[src/rtl/qkd_bank_writer.sv]
`default_nettype none
// ============================================================================
// Module   : qkd_bank_writer
// Brief    : Streams QKD samples into a ring of on-chip memory banks. Each
//            bank is filled word by word; a full bank raises its irq level
//            until software acknowledges it as drained. When the next bank
//            is still full, samples are dropped and counted.
// Revision : 1.0 - initial release
// ============================================================================
module qkd_bank_writer #(
  parameter int NUM_BANKS = 2,
  parameter int ADDR_W    = 11,
  parameter int DATA_W    = 16
) (
  input  logic                   clk_clk,
  input  logic                   reset_reset,
  input  logic                   enable,
  input  logic                   in_valid,
  input  logic [DATA_W-1:0]      in_data,
  output logic                   in_ready,
  output logic [ADDR_W-1:0]      mem_address,
  output logic [DATA_W-1:0]      mem_writedata,
  output logic [DATA_W/8-1:0]    mem_byteenable,
  output logic [NUM_BANKS-1:0]   mem_clken,
  output logic [NUM_BANKS-1:0]   mem_chipselect,
  output logic [NUM_BANKS-1:0]   mem_write,
  output logic [NUM_BANKS-1:0]   irq,
  input  logic [NUM_BANKS-1:0]   irq_ack,
  output logic [2:0]             cur_bank,
  output logic [15:0]            overflow_count
);

  // Increment constant for the write pointer, sized to the address width.
  localparam logic [ADDR_W-1:0] PTR_ONE = {{(ADDR_W-1){1'b0}}, 1'b1};
  localparam logic [2:0]        LAST_BANK = 3'(NUM_BANKS - 1);

  typedef enum logic [1:0] {
    IDLE      = 2'd0,
    FILL      = 2'd1,
    WAIT_FREE = 2'd2
  } state_t;

  state_t                state;
  state_t                state_next;

  logic [ADDR_W-1:0]     wr_ptr;
  logic [NUM_BANKS-1:0]  full;

  logic                  accept;
  logic                  last_word;
  logic                  bank_wrap;
  logic [2:0]            bank_next_idx;
  logic [NUM_BANKS-1:0]  cur_sel;
  logic [NUM_BANKS-1:0]  next_sel;
  logic [NUM_BANKS-1:0]  full_acked;
  logic [NUM_BANKS-1:0]  full_next;
  logic                  full_cur;
  logic                  full_next_bank;

  // Handshake: the stream is only accepted while a bank is being filled.
  assign in_ready       = (state == FILL);
  assign accept         = in_valid & in_ready;
  assign last_word      = &wr_ptr;
  assign bank_wrap      = accept & last_word;
  assign bank_next_idx  = (cur_bank == LAST_BANK) ? 3'd0 : cur_bank + 3'd1;

  // Whole-word writes only; the irq level is the full flag itself.
  assign mem_byteenable = '1;
  assign irq            = full;

  // One-hot decode of the current and the following bank index.
  always_comb begin
    cur_sel  = '0;
    next_sel = '0;
    for (int i = 0; i < NUM_BANKS; i++) begin
      cur_sel[i]  = (cur_bank == 3'(i));
      next_sel[i] = (bank_next_idx == 3'(i));
    end
  end

  // Full flags after this cycle's acknowledges; a fill in the same cycle wins.
  always_comb begin
    full_acked     = full & ~irq_ack;
    full_next      = full_acked | (bank_wrap ? cur_sel : '0);
    full_cur       = |(full & cur_sel);
    full_next_bank = |(full_acked & next_sel);
  end

  // Next-state logic: dropping enable always returns to IDLE.
  always_comb begin
    state_next = state;
    if (!enable) begin
      state_next = IDLE;
    end else begin
      case (state)
        IDLE:      state_next = full_cur ? WAIT_FREE : FILL;
        FILL:      if (bank_wrap && full_next_bank) state_next = WAIT_FREE;
        WAIT_FREE: if (!full_cur) state_next = FILL;
        default:   state_next = IDLE;
      endcase
    end
  end

  // State register.
  always_ff @(posedge clk_clk or posedge reset_reset) begin
    if (reset_reset) begin
      state <= IDLE;
    end else begin
      state <= state_next;
    end
  end

  // Write pointer and bank index; a partial bank is discarded on disable.
  always_ff @(posedge clk_clk or posedge reset_reset) begin
    if (reset_reset) begin
      wr_ptr   <= '0;
      cur_bank <= 3'd0;
    end else begin
      if (bank_wrap) begin
        cur_bank <= bank_next_idx;
      end
      if (!enable) begin
        wr_ptr <= '0;
      end else if (accept) begin
        wr_ptr <= wr_ptr + PTR_ONE;
      end
    end
  end

  // Per-bank full flags, set on the last word and cleared by acknowledge.
  always_ff @(posedge clk_clk or posedge reset_reset) begin
    if (reset_reset) begin
      full <= '0;
    end else begin
      full <= full_next;
    end
  end

  // Registered memory port: strobes and data one cycle after acceptance.
  always_ff @(posedge clk_clk or posedge reset_reset) begin
    if (reset_reset) begin
      mem_clken      <= '0;
      mem_write      <= '0;
      mem_chipselect <= '0;
      mem_address    <= '0;
      mem_writedata  <= '0;
    end else begin
      mem_clken      <= '1;
      mem_write      <= accept ? cur_sel : '0;
      mem_chipselect <= accept ? cur_sel : '0;
      if (accept) begin
        mem_address   <= wr_ptr;
        mem_writedata <= in_data;
      end
    end
  end

  // Dropped-sample counter, saturating so software never sees a wrap.
  always_ff @(posedge clk_clk or posedge reset_reset) begin
    if (reset_reset) begin
      overflow_count <= 16'd0;
    end else if ((state == WAIT_FREE) && in_valid && (overflow_count != 16'hFFFF)) begin
      overflow_count <= overflow_count + 16'd1;
    end
  end

endmodule
`default_nettype wire

[config.mk]
export PLATFORM = sky130hd
export DESIGN_NAME = qkd_bank_writer
export DESIGN_NICKNAME = d
export VERILOG_FILES = /design/src/rtl/qkd_bank_writer.sv
export SDC_FILE = /design/constraint.sdc
export NUM_CORES = 1
export LEC_CHECK = 0
export CORE_MARGIN = 4
export CORE_UTILIZATION = 42
export DETAILED_ROUTE_END_ITERATION = 12
export PLACE_DENSITY = 0.71
export SYNTH_ARGS = -nofsm -noshare
export SYNTH_HDL_FRONTEND = slang
export SYNTH_SLANG_ARGS = --single-unit
[constraint.sdc]
create_clock -name clk_clk -period 5.14 [get_ports clk_clk]
set_clock_uncertainty 0.2 [all_clocks]
set_input_delay 0.771 -clock clk_clk [delete_from_list [all_inputs] [get_ports clk_clk]]
set_output_delay 0.771 -clock clk_clk [all_outputs]
set_load 0.01 [all_outputs]
==> results of run 1 <==
sequential cells by signal, indices dropped and copies added (netlist names):
signal	cells
wr_ptr	11
mem_write	2
mem_address	11
overflow_count	16
cur_bank	3
state	2
mem_clken	1
irq	2
mem_writedata	16
path summary, 6_finish.rpt:
path                                start  cells past startpoint                  to
min in group asynchronous     reset_reset                      2  overflow_count[11]
setup / recovery                 state[0]                      2            in_ready
hold reg to reg            mem_address[5]                      2      mem_address[5]
setup reg to reg                 state[0]                      4           wr_ptr[0]
max in group asynchronous     reset_reset                      3           wr_ptr[2]
hold / removal             mem_address[5]                      2      mem_address[5]
power by group:
group | total [mW] | leakage [nW] | internal (mW) | switching, mW
logic | 0.169 | 0.898 | 0.0911 | 0.0780
registers | 0.559 | 0.862 | 0.539 | 0.0205
clock network | 0.404 | 0.0906 | 0.213 | 0.191
final cells by class:
| type | count | area, um2 |
|---|---|---|
| Inverter | 6 | 22.5 |
| Clock inverter | 4 | 27.5 |
| Clock buffer | 12 | 165 |
| Timing Repair Buffer | 77 | 768 |
| Tap cell | 96 | 120 |
| Fill cell | 605 | 2860 |
| Multi-Input combinational cell | 212 | 1230 |
| Sequential cell | 64 | 1600 |
routing by layer:
metal  vias to the layer above  wire length (um)  track usage
met5                         -                 0            0
li1                       1132                 -            -
met1                      1071              2820        0.201
met3                        12               292       0.0365
met4                         0               132       0.0791
met2                        44              2890        0.255
cell usage in the layout (no fill, tap or decap), types with 2 or more instances in the layout:
cell / netlist / final
clkdlybuf4s50_1: 0 / 76
nor4_4: 2 / 2
a21oi_1: 5 / 5
or3_1: 2 / 2
ha_1: 2 / 2
o21a_1: 2 / 2
nor2b_1: 2 / 2
xnor2_1: 11 / 11
dfrtp_1: 64 / 64
nand2_1: 90 / 90
and2_1: 9 / 9
and2b_1: 2 / 2
a21boi_0: 2 / 2
clkbuf_8: 0 / 12
clkinvlp_4: 0 / 3
and3_1: 5 / 5
inv_1: 6 / 5
xor2_1: 8 / 8
mux2_2: 2 / 2
nand3_1: 12 / 12
conb_1: 1 / 3
a31oi_1: 5 / 5
nor4_1: 2 / 2
nand4_1: 2 / 2
and4b_2: 2 / 2
o21ai_0: 5 / 5
nor3_1: 7 / 7
nand4b_1: 3 / 3
nand3b_1: 3 / 3
nor2_1: 6 / 6
mux2i_1: 2 / 2
cell families after synthesis:
group | Yosys count
buffers and inverters | 22
other | 1
flip-flops | 64
AND/OR/NAND/NOR | 157
AO/OA/AOI/OAI | 26
XOR/XNOR | 19
adder cells (fa/ha/maj) | 2
multiplexers | 5
worst min-delay path: cells and delay by family (launching register included):
family	cells	cell delay, ps
AND/OR/NAND/NOR	2	100
flip-flops	1	340
==> run summary, run 1 <==
Gr ovfl total = 0
CTS tree = yes
RSZ-0062 raised after global routing = false
Post-synthesis mux area share = 0.0196
Flip-flop and latch count after synthesis = 64
Power per Cell Area = 288 mW/mm2
Layout cells sized above 1 = 0.0880
Layout Cells excl Fill = 471
# DRC = 0
Post-cts repair resize count = 0
Area contributors post-synth = dfrtp_1 (55%), nand2_1 (12%), xnor2_1 (3.3%)
PortBufs = 76
Most used DFF post-synth = dfrtp_1
Outcome = finished, final reports clean
Nets = 394
CP arrival = 1610 ps
Hold buffers post-CTS = 0
Vias per inst = 4.80
Pins over their slew limit = 0
Setup Crit Path Kind = reg2out
Maximum clock frequency = 387 MHz
Pin count of the biggest net entering global routing = 38
CP required = 4170 ps
WHS = 272 ps
Clock root buffer master = clkbuf_8
Post-CTS Setup Inserts = 0
FF-to-FF setup slack = 2990 ps
Tmin final = 2580 ps
Die X = 91.5 um
Period utilisation layout = 0.503
Hold WC Path Type = reg2reg
Worst-Skew Late Latency = 340 ps
Combinational family with the most area after synthesis = simple AND/OR/NAND/NOR gates
Synth warnings = 0
Post-Route Utilization = 0.579
Final setup TNS = 0 ps
Worst slew pin tran = 1020 ps
Drt wl/cell = 13.0 um
Worst setup SP type = flop
Final Cell Area = 0.00394 mm2
Area after DPL = 0.00374 mm2
DR vias = 2,259
Number of antenna diodes = 0
Commonest cells post-synth = nand2_1 (90), dfrtp_1 (64), nand3_1 (12)
Area grow syn2layout = 34.3%
Initial antenna violation count = 0
Library cells used by synthesis = 48
Mapped Cells = 296
Core Footprint = 0.00679 mm2
MaxCap Viol Count = 0
Placed cell count = 455
Worst path slowest cell = clkdlybuf4s50_1
Cell Rows = 30
First-pass GRT wire length = 10,800 um
Leading area contributor after synthesis = dfrtp_1
Fin. Hold Viols = 0
Vias in the first global route = 2,230
Slowest cell delay on critical path = 560 ps
I/O pin count = 79
Pwr Total = 1.13 mW
Post-synth EDFFs = 0
Post-route ant nets = 0
Most common cell in the netlist = nand2_1
Synth async-reset ratio = 1.00
Routed WL = 6140 um
Worst-case clock buffer depth = 2
Max FO, Critical Path = 8
Cell Chain, Critical Path = and2b_1 > clkdlybuf4s50_1
Post-Synth Simple-Gate Area = 0.273
Global placer's final weighted congestion = 0.808
Die ar. = 0.00838 mm2
Worst setup margin = 2560 ps
Slew margin rel. = 0.317
Initial Utilization = 0.431
Sequential cell area fraction in the yosys report = 0.546
Final HPWL DP = 4440 um
Avg Cell Area, Syn = 9.90 um2
H-tree depth = 3
Leak pwr = 1.85 nW
Worst path bufs/invs = 1
Synth Area in XOR/XNOR = 0.0568
CP endpoint kind = output pin
Adder-Cell Fraction of Synth Area = 0.00854
Die H = 91.5 um
Drt pass-1 iters = 4
Maximum vdd drop = 0.151 mV
Cts bufs inserted = 9
Share of the synthesized area in the top cell type = 0.546
Clock-pin slew on the worst setup and hold paths = 70 ps
Pre-CTS setup slack = 2210 ps
Compound-Gate Fraction of Synth Area = 0.0585
DRT iter0 DRCs = 78
CP top delay family = buffers and inverters
GRT Overall Usage = 0.159
CTS sink count = 64
# setup viols final = 0
Cell area after synthesis = 0.00293 mm2
(Power assumes the default switching activity.)
==> run 2: changes to the inputs <==
- clock period: 5.14 -> 2.7 ns (I/O delays scaled with it)
==> run 2 against run 1 <==
  * Via count rose by 3.2%
  * Non-clock buffer count is 2 higher
  * Sequential share of layout area shrank 0.79 points
  * Power increased by 110%
  * Routed wire length increased by 3.2%
  * Final area up 2.0%
  * Clock power grew 150%
  * Core utilization increased by 1.1 points
  * First-iteration DRC count is 79% higher
  * Global-route usage grew 0.38 points
  * Clock-buffer cell count fell by 2
  * Worst hold slack lost 70 ps
  * Critical endpoint unchanged
==> run summary, run 2 (same netlist as run 1, synthesis figures left out) <==
CTS sink count = 64 (unchanged)
Die H = 91.5 um (unchanged)
Cell Rows = 30 (unchanged)
Commonest non-fill, non-tap cell in the layout = nand2_1 (unchanged)
DR vias = 2,332 (was 2,259)
Pwr Total = 2.39 mW (was 1.13 mW)
Max FO, Critical Path = 8 (unchanged)
Period utilisation layout = 0.823
Hold buffers post-CTS = 0 (unchanged)
Worst path slowest cell = clkdlybuf4s50_1 (unchanged)
CP required = 2100 ps (was 4170 ps)
Gr ovfl total = 0 (unchanged)
Post-CTS Setup Inserts = 0 (unchanged)
First-pass GRT wire length = 10,900 um (was 10,800 um)
Hold WC Path Type = in2async (was reg2reg)
GRT Overall Usage = 0.163 (was 0.159)
Fin. Hold Viols = 0 (unchanged)
Core Footprint = 0.00679 mm2 (unchanged)
Vias in the first global route = 2,253 (was 2,230)
Maximum vdd drop = 0.319 mV (was 0.151 mV)
Post-route ant nets = 0 (unchanged)
Worst setup SP type = flop (unchanged)
Tmin final = 2220 ps
I/O pin count = 79 (unchanged)
Vias per inst = 4.94 (was 4.80)
Outcome = finished, final reports clean (unchanged)
Routed WL = 6340 um (was 6140 um)
Maximum clock frequency = 450 MHz
Nets = 396 (was 394)
Worst setup margin = 478 ps (was 2560 ps)
CTS tree = yes (unchanged)
Power per Cell Area = 596 mW/mm2 (was 288 mW/mm2)
Cts bufs inserted = 9 (unchanged)
# setup viols final = 0 (unchanged)
Pin count of the biggest net entering global routing = 44 (was 38)
Initial Utilization = 0.431 (unchanged)
Global placer's final weighted congestion = 0.817 (was 0.808)
H-tree depth = 3 (unchanged)
Final HPWL DP = 4530 um (was 4440 um)
CP endpoint kind = output pin (unchanged)
DRT iter0 DRCs = 140 (was 78)
Die X = 91.5 um (unchanged)
Clock-pin slew on the worst setup and hold paths = 70 ps (about the same)
RSZ-0062 raised after global routing = false (unchanged)
Leak pwr = 1.89 nW (was 1.85 nW)
PortBufs = 76 (unchanged)
Setup Crit Path Kind = reg2out (unchanged)
Drt wl/cell = 13.4 um (was 13.0 um)
FF-to-FF path depth = 5 (was 4)
Cell Chain, Critical Path = and2b_1 > clkdlybuf4s50_1 (unchanged)
Pins over their slew limit = 0 (unchanged)
Most frequent cells in the layout = nand2_1 (90), clkdlybuf4s50_1 (76), dfrtp_1 (64), nand3_1 (12), xnor2_1 (11) (was nand2_1 (90), clkdlybuf4s50_1 (76), dfrtp_1 (64), nand3_1 (12), clkbuf_8 (12))
Number of antenna diodes = 0 (unchanged)
Area grow syn2layout = 36.9% (was 34.3%)
Post-cts repair resize count = 0 (unchanged)
Worst-case clock buffer depth = 2 (unchanged)
CP arrival = 1620 ps (was 1610 ps)
Layout cells sized above 1 = 0.0904 (was 0.0880)
Initial antenna violation count = 0 (unchanged)
Final setup TNS = 0 ps (unchanged)
Die ar. = 0.00838 mm2 (unchanged)
Drt pass-1 iters = 4 (unchanged)
# DRC = 0 (unchanged)
MaxCap Viol Count = 0 (unchanged)
Biggest regs = mem_writedata x16, overflow_count x16 (unchanged)
Clock root buffer master = clkbuf_8 (unchanged)
Post-Route Utilization = 0.591 (was 0.579)
Slowest cell delay on critical path = 570 ps (was 560 ps)
Worst-Skew Late Latency = 340 ps (about the same)
Pre-CTS setup slack = 207 ps (was 2210 ps)
## run 2: cell types whose count changed in the layout (fill, tap and decap cells not counted)
cell | previous run | this run
buf_12 | 0 | 1
buf_4 | 1 | 2
bufinv_16 | 0 | 3
clkbuf_8 | 12 | 10
clkinv_2 | 1 | 0
clkinvlp_4 | 3 | 2
## run 2: area by class of cell
type	instances	area, um2
clock buffer	10	138
clock inverter	5	105
fill	603	2780
inverter	6	22.5
multi-input combinational	212	1230
sequential	64	1600
tap	96	120
timing repair buffer	79	796
## run 2: where the power goes
part | switching, mW | internal (mW) | leakage (nW) | total [mW]
Combinational | 0.151 | 0.179 | 0.912 | 0.330
Sequential | 0.0401 | 1.03 | 0.862 | 1.07
Clock | 0.364 | 0.633 | 0.115 | 0.997
## run 2: per-stage QoR
stage	hold slack [ps]	std cells	cell area, um2
2_1_floorplan	281	298	2940
3_3_place_gp	258	457	3770
3_5_place_dp	261	457	3770
4_1_cts	219	472	4010
5_1_grt	247	472	4010
6_report	202	472	4010
## run 2: path summary, 6_finish.rpt
kind | startpoint | to | slack (ps)
max in group asynchronous | reset_reset | irq[0] | 1520
min | reset_reset | mem_writedata[11] | 200
min reg2reg | mem_address[4] | mem_address[4] | 270
min in group clk_clk | mem_address[4] | mem_address[4] | 270
max reg2reg | wr_ptr[0] | cur_bank[1] | 670
max | state[0] | in_ready | 480
## run 2: routing by layer
layer  vias up  part of all wire  GRT usage
li1       1136                 -          -
met1      1128              0.45      0.214
met2        61              0.48      0.257
met3         7             0.054     0.0472
met4         0             0.012     0.0565
met5         -                 0          0
## run 2: critical path, delay by kind of cell, from the launching register on
family                 cells  cell delay, ps
buffers and inverters      1             570
flip-flops                 1             480
AND/OR/NAND/NOR            1             230
